<file path="src/rtl/tick_ctrl_pkg.sv">
// ============================================================================
// Module  : tick_ctrl_pkg
// Brief   : Shared state encoding and default sizing for the tick timer.
// Revision: 1.0 - initial release
// ============================================================================
`default_nettype none

package tick_ctrl_pkg;

   localparam int TICK_CNT_W          = 27;
   localparam int TICK_DEFAULT_PERIOD = 50_000_000;

   typedef enum logic [1:0] {
      ST_IDLE  = 2'd0,
      ST_RUN   = 2'd1,
      ST_PAUSE = 2'd2,
      ST_DONE  = 2'd3
   } tick_state_e;

   function automatic logic state_is_busy(input tick_state_e s);
      return (s == ST_RUN) || (s == ST_PAUSE);
   endfunction

endpackage

`default_nettype wire

</file>
<file path="src/rtl/tick_period_counter.sv">
// ============================================================================
// Module  : tick_period_counter
// Brief   : Cycle counter that wraps at period-1 and flags the terminal count.
// Revision: 1.0 - initial release
// ============================================================================
`default_nettype none

module tick_period_counter
   import tick_ctrl_pkg::*;
#(
   parameter int CNT_W = TICK_CNT_W
) (
   input  logic             clk,
   input  logic             rst,
   input  logic             clear,
   input  logic             enable,
   input  logic [CNT_W-1:0] period,
   output logic             tc
);

   logic [CNT_W-1:0] count_q;
   logic [CNT_W-1:0] count_d;

   // period is never zero here, so period-1 cannot underflow
   always_comb begin
      tc      = enable && (count_q == period - CNT_W'(1));
      count_d = count_q;
      if (clear) begin
         count_d = '0;
      end else if (tc) begin
         count_d = '0;
      end else if (enable) begin
         count_d = count_q + CNT_W'(1);
      end
   end

   always_ff @(posedge clk or posedge rst) begin
      if (rst) begin
         count_q <= '0;
      end else begin
         count_q <= count_d;
      end
   end

endmodule

`default_nettype wire

</file>
<file path="src/rtl/tick_timer_ctrl.sv">
// ============================================================================
// Module  : tick_timer_ctrl
// Brief   : Run-time timebase controller: period/mode handshake, start/pause/
//           stop sequencing, tick pulse and toggling square wave.
//           Define TICK_CTRL_TICKCNT_EN to add the 8-bit tick_count output.
// Revision: 1.0 - initial release
// ============================================================================
`default_nettype none

module tick_timer_ctrl
   import tick_ctrl_pkg::*;
#(
   parameter int          CNT_W          = TICK_CNT_W,
   parameter int unsigned DEFAULT_PERIOD = TICK_DEFAULT_PERIOD
) (
   input  logic             clk,
   input  logic             resetSW,
   input  logic             cfg_valid,
   output logic             cfg_ready,
   input  logic [CNT_W-1:0] cfg_period,
   input  logic             cfg_oneshot,
   input  logic             start,
   input  logic             stop,
   input  logic             pause,
   output logic             tick,
   output logic             outsignal,
   output logic             busy,
   output logic             done
`ifdef TICK_CTRL_TICKCNT_EN
   ,
   output logic [7:0]       tick_count
`endif
);

   localparam logic [CNT_W-1:0] c_default_period =
      (DEFAULT_PERIOD == 0) ? CNT_W'(1) : CNT_W'(DEFAULT_PERIOD);

   tick_state_e      state_q,     state_d;
   logic [CNT_W-1:0] period_q,    period_d;
   logic             oneshot_q,   oneshot_d;
   logic             outsignal_q, outsignal_d;

   logic w_cfg_fire;
   logic w_go;
   logic w_stop;
   logic w_tc;

   tick_period_counter #(
      .CNT_W  (CNT_W)
   ) u_counter (
      .clk    (clk),
      .rst    (resetSW),
      .clear  (w_go | w_stop),
      .enable (state_q == ST_RUN),
      .period (period_q),
      .tc     (w_tc)
   );

   always_comb begin
      w_cfg_fire = cfg_valid && (state_q == ST_IDLE);
      w_go       = start && !stop && (state_q == ST_IDLE);
      // stop is meaningless in IDLE and must not clear a held outsignal there
      w_stop     = stop && (state_q != ST_IDLE);

      tick      = w_tc && !w_stop;
      done      = (state_q == ST_DONE) && !stop;
      busy      = state_is_busy(state_q);
      cfg_ready = (state_q == ST_IDLE);
      outsignal = outsignal_q;

      period_d  = period_q;
      oneshot_d = oneshot_q;
      if (w_cfg_fire) begin
         period_d  = (cfg_period == '0) ? CNT_W'(1) : cfg_period;
         oneshot_d = cfg_oneshot;
      end

      outsignal_d = outsignal_q;
      if (w_stop) begin
         outsignal_d = 1'b0;
      end else if (tick) begin
         outsignal_d = ~outsignal_q;
      end

      state_d = state_q;
      case (state_q)
         ST_IDLE: begin
            if (w_go) state_d = ST_RUN;
         end
         ST_RUN: begin
            if (w_stop)                state_d = ST_IDLE;
            else if (w_tc && oneshot_q) state_d = ST_DONE;
            else if (pause)            state_d = ST_PAUSE;
         end
         ST_PAUSE: begin
            if (w_stop)      state_d = ST_IDLE;
            else if (!pause) state_d = ST_RUN;
         end
         ST_DONE: begin
            state_d = ST_IDLE;
         end
         default: begin
            state_d = ST_IDLE;
         end
      endcase
   end

   always_ff @(posedge clk or posedge resetSW) begin
      if (resetSW) begin
         state_q     <= ST_IDLE;
         period_q    <= c_default_period;
         oneshot_q   <= 1'b0;
         outsignal_q <= 1'b0;
      end else begin
         state_q     <= state_d;
         period_q    <= period_d;
         oneshot_q   <= oneshot_d;
         outsignal_q <= outsignal_d;
      end
   end

`ifdef TICK_CTRL_TICKCNT_EN
   logic [7:0] tick_count_q;
   logic [7:0] tick_count_d;

   always_comb begin
      tick_count_d = tick_count_q;
      if (w_stop) begin
         tick_count_d = 8'd0;
      end else if (tick) begin
         tick_count_d = tick_count_q + 8'd1;
      end
      tick_count = tick_count_q;
   end

   always_ff @(posedge clk or posedge resetSW) begin
      if (resetSW) begin
         tick_count_q <= 8'd0;
      end else begin
         tick_count_q <= tick_count_d;
      end
   end
`endif

endmodule

`default_nettype wire
</file>
<file path="config.mk">
export PLATFORM = sky130hd
export DESIGN_NAME = tick_timer_ctrl
export DESIGN_NICKNAME = d
export VERILOG_FILES = /design/src/rtl/tick_ctrl_pkg.sv /design/src/rtl/tick_period_counter.sv /design/src/rtl/tick_timer_ctrl.sv
export SDC_FILE = /design/constraint.sdc
export NUM_CORES = 1
export LEC_CHECK = 0
export ABC_AREA = 1
export CAP_MARGIN = 20
export CORE_ASPECT_RATIO = 2
export CORE_MARGIN = 2
export CORE_UTILIZATION = 40
export DETAILED_ROUTE_END_ITERATION = 8
export DONT_BUFFER_PORTS = 1
export SYNTH_ARGS = -nofsm -noshare
export SYNTH_HDL_FRONTEND = slang
export SYNTH_SLANG_ARGS = --single-unit
</file>
<file path="constraint.sdc">
create_clock -name clk -period 5.85 [get_ports clk]
set_input_delay 1.17 -clock clk [delete_from_list [all_inputs] [get_ports clk]]
set_output_delay 1.17 -clock clk [all_outputs]
set_load 0.01 [all_outputs]
</file>
==> metrics.csv <==
stage,metric,value,unit
pwr,clkPwrFrac,27.4,%
clock_network,clock_path_buffers,2,
die,num_rows,53,
clock_network,numCtsBuffers,9,
synthesis,synth_area_per_cell,7.08,um^2
global_routing,grt_pass1_wl,19.2,mm
pwr,netSwitchingFraction,42.6,%
synthesis,yosys.area_share.adder,1.75,%
flow_run,cap_violations,0,
clock_network,cts_tree,built,
finish,multi_input_area,0.00239,mm^2
setup_path,cpPeakStageDelay,0.40,ns
placement,place_congestion,0.911,
synthesis,synth-main-ff-cell,dfrtp_1,
timing,rsz0062_at_grt,no,
global_routing,use_met1,20.2,%
finish,fin_area,0.00479,mm^2
die,core_area,0.0105,mm^2
die,die_w,77.2,um
timing,fmaxAchievable,268,MHz
drt,drc,0,
die,die_h,150,um
synthesis,yosysSeqAreaShare,34.2,%
timing,hold_viol_final,0,
die,die_area,0.0116,mm^2
pwr,power.density,474,mW/mm^2
finish,drive_gt1_share,12.2,%
synthesis,ys_top_cells_by_count,"177 x nand2_1, 86 x inv_1, 67 x nor2_1",
finish,finalNonFillerCells,751,
drt,routed_wl,11.8,mm
clock_network,post_cts_buffers,0,
setup_path,path_buf_inv,3,
placement,place_hpwl,9.32,mm
die,ioPinCount,39,
setup_path,required,4.68,ns
synthesis,synth_xor_area_share,7.77,%
setup_path,r2r_start,period_q[0],
timing,period_minus_slack,3.74,ns
global_routing,grt_max_degree,59,
placement,dp_cells,733,
pwr,pwr-share-comb,41.5,%
hold_path,hp-class,reg2reg,
hold_path,min_from,period_q[25],
drt,post_drt_wl_per_cell,15.7,um
clock_network,cts_resized,0,
synthesis,yosys.area_share.simple,35.1,%
drt,dr.first_iter.drc_count,170,
finish,fillers,1123,
synthesis,synth.distinct_cells,35,
clock_network,hold_buffers,0,
setup_path,cp_max_fo,11,
drt,first_pass_iters,4,
clock_network,clk-insertion-delay-late,0.34,ns
clock_network,clk_pin_slew,0.05,ns
global_routing,grt.met2_usage,41.8,%
setup_path,startpoint,period_q[0],
synthesis,yosysWarnings,0,
global_routing,grt_usage,21.7,%
pwr,leakage,0.00216,uW
timing,final_max_slew_viol_count,0,
setup_path,crit_family,simple AND/OR/NAND/NOR gates,
global_routing,met3_usage,3.54,%
timing,max_slew_margin,49.8,%
global_routing,antenna_found_initial,0,
drt,vias_per_cell,5.18,
finish,diodes,0,
global_routing,first_global_vias,4041,
setup_path,crit_top_cell,nor2_1,
synthesis,synth.most_common_cell,nand2_1,
placement,port_buffers,0,
synthesis,synth_top_family_by_area,simple AND/OR/NAND/NOR gates,
synthesis,ys_ff_latch,58,
clock_network,htreeDepth,3,
finish,ff_latch_area,0.00147,mm^2
synthesis,synthCells,605,
timing,worstMarginPinSlew,0.752,ns
timing,layout_worst_path_cycle_share,63.9,%
global_routing,overflow,0,
finish,area_growth,11.9,%
finish,nNetsFinal,649,
pwr,switching_power,968,uW
synthesis,synth_area,0.00428,mm^2
synthesis,synth-edff-count,0,
setup_path,cp_slowest_cell,dfrtp_1,
synthesis,synth_compound_area_share,11.2,%
synthesis,yosys.area.top_type,dfrtp_1,
synthesis,syn_nets,645,
pwr,power.internal,1300,uW
synthesis,synthArstFlopShare,100,%
timing,tns,0,ns
setup_path,worstSetupStartpointType,register,
clock_network,cts-root-buf,clkbuf_16,
timing,setup_violations,0,
timing,skew,0.00777,ns
setup_path,critPathKind,reg2out,
drt,postRouteAntennaNets,0,
pwr,power,2270,uW
placement,place_area,0.00438,mm^2
setup_path,crit_path_end_kind,output pin,
clock_network,clock-sinks,58,
global_routing,grt_busiest_layer,met2,
die,start_util,40.9,%
drt,num_vias,3893,
run_status,outcome,completed,
setup_path,critical_path_arrival,2.57,ns
pwr,vdd_ir_drop_max,0.329,mV
setup_path,cp_cell_sequence,"inv_2, ha_1, nand2_2, nor2_4, nand3_1, nand2_1, inv_1, nor2_1, nand2_1, nor2_1, nand3_2, nor2_4, inv_2, nor2_1",
synthesis,synth.area.top_cells,"dfrtp_1 27%, nand2_1 16%, inv_1 7.5%",
pwr,seqPwrFrac,31.0,%
synthesis,yosysTopAreaCellShare,26.9,%
synthesis,synth_mux_area_share,0,%
-- final timing paths --
path	endpoint	slack, ns	depth (start not counted)
worst max-delay path	tick	2.11	14
worst max register to register	u_counter.count_q[23]	3.23	17
worst min-delay path	period_q[25]	0.49	2
min in group asynchronous	period_q[11]	0.94	2
worst min register to register	period_q[25]	0.49	2
max in group asynchronous	u_counter.count_q[2]	4.41	2
-- power groups by stage --
stage | clock network [uW] | logic (uW) | registers [uW]
5_1_grt | 649 | 1070 | 716
6_report | 623 | 943 | 705
4_1_cts | 633 | 898 | 703
2_1_floorplan | 0 | 760 | 642
3_5_place_dp | 0 | 892 | 708
3_3_place_gp | 0 | 877 | 707
-- cell type report --
cell class / count / area share (%)
Timing Repair Buffer: 3 / 1.31
Clock inverter: 4 / 2.04
Sequential cell: 58 / 30.6
Inverter: 93 / 7.28
Tap cell: 137 / 3.58
Clock buffer: 12 / 5.35
Multi-Input combinational cell: 444 / 49.8
-- flip-flops by register name (all words and copies together), names as in the netlist --
name,flops
period_q,27
oneshot_q,1
u_counter.count_q,27
outsignal,1
state_q,2
-- stage by stage --
step / utilization [%] / worst slack (ns) / hold WS, ns
global placement: 41.8 / 2.54 / 0.475
finish: 45.7 / 2.11 / 0.494
detailed placement: 41.8 / 2.47 / 0.493
floorplan: - / 2.82 / 0.462
global route: 45.7 / 1.84 / 0.521
CTS: 45.2 / 2.10 / 0.503
-- cell families (layout without fill, tap and decap cells) --
| kind of cell | Yosys count | in the layout |
|---|---|---|
| adder cells (fa/ha/maj) | 6 | 6 |
| XOR/XNOR | 38 | 38 |
| AO/OA/AOI/OAI | 63 | 63 |
| buffers and inverters | 103 | 112 |
| flip-flops | 58 | 58 |
| AND/OR/NAND/NOR | 337 | 337 |
-- metal layers --
layer	vias to the layer above	part of all wire (%)
li1	1935	-
met1	1840	35
met2	78	57
met3	40	2.2
met4	0	5.9
met5	-	0
-- worst register-to-register path, stage by stage (launching register included) --
cell     delay, ns
dfrtp_1       0.40
inv_2         0.10
ha_1          0.23
nand2_2       0.11
nor2_4        0.25
nand3_1       0.20
nand2_1       0.10
inv_1         0.04
nor2_1        0.08
nand2_1       0.06
nor2_1        0.13
nand3_2       0.11
nor2_4        0.16
inv_2         0.09
nand2_8       0.21
inv_2         0.11
nand3_1       0.08
nand2_1       0.06
-- cells in the final DEF, fill, tap and decap left out, drive strengths merged --
master,count
a21oi,5
a31o,1
a31oi,1
and2,1
buf,3
bufinv,3
clkbuf,12
clkinv,3
clkinvlp,1
dfrtp,46
dfstp,12
ha,6
inv,90
nand2,180
nand3,33
nand3b,3
nand4,19
nor2,77
nor3,15
nor3b,1
nor4,7
o21ai,32
o21bai,3
o22ai,21
or2,1
xnor2,6
xor2,32
No activity file was read; power rests on OpenSTA's default activity.
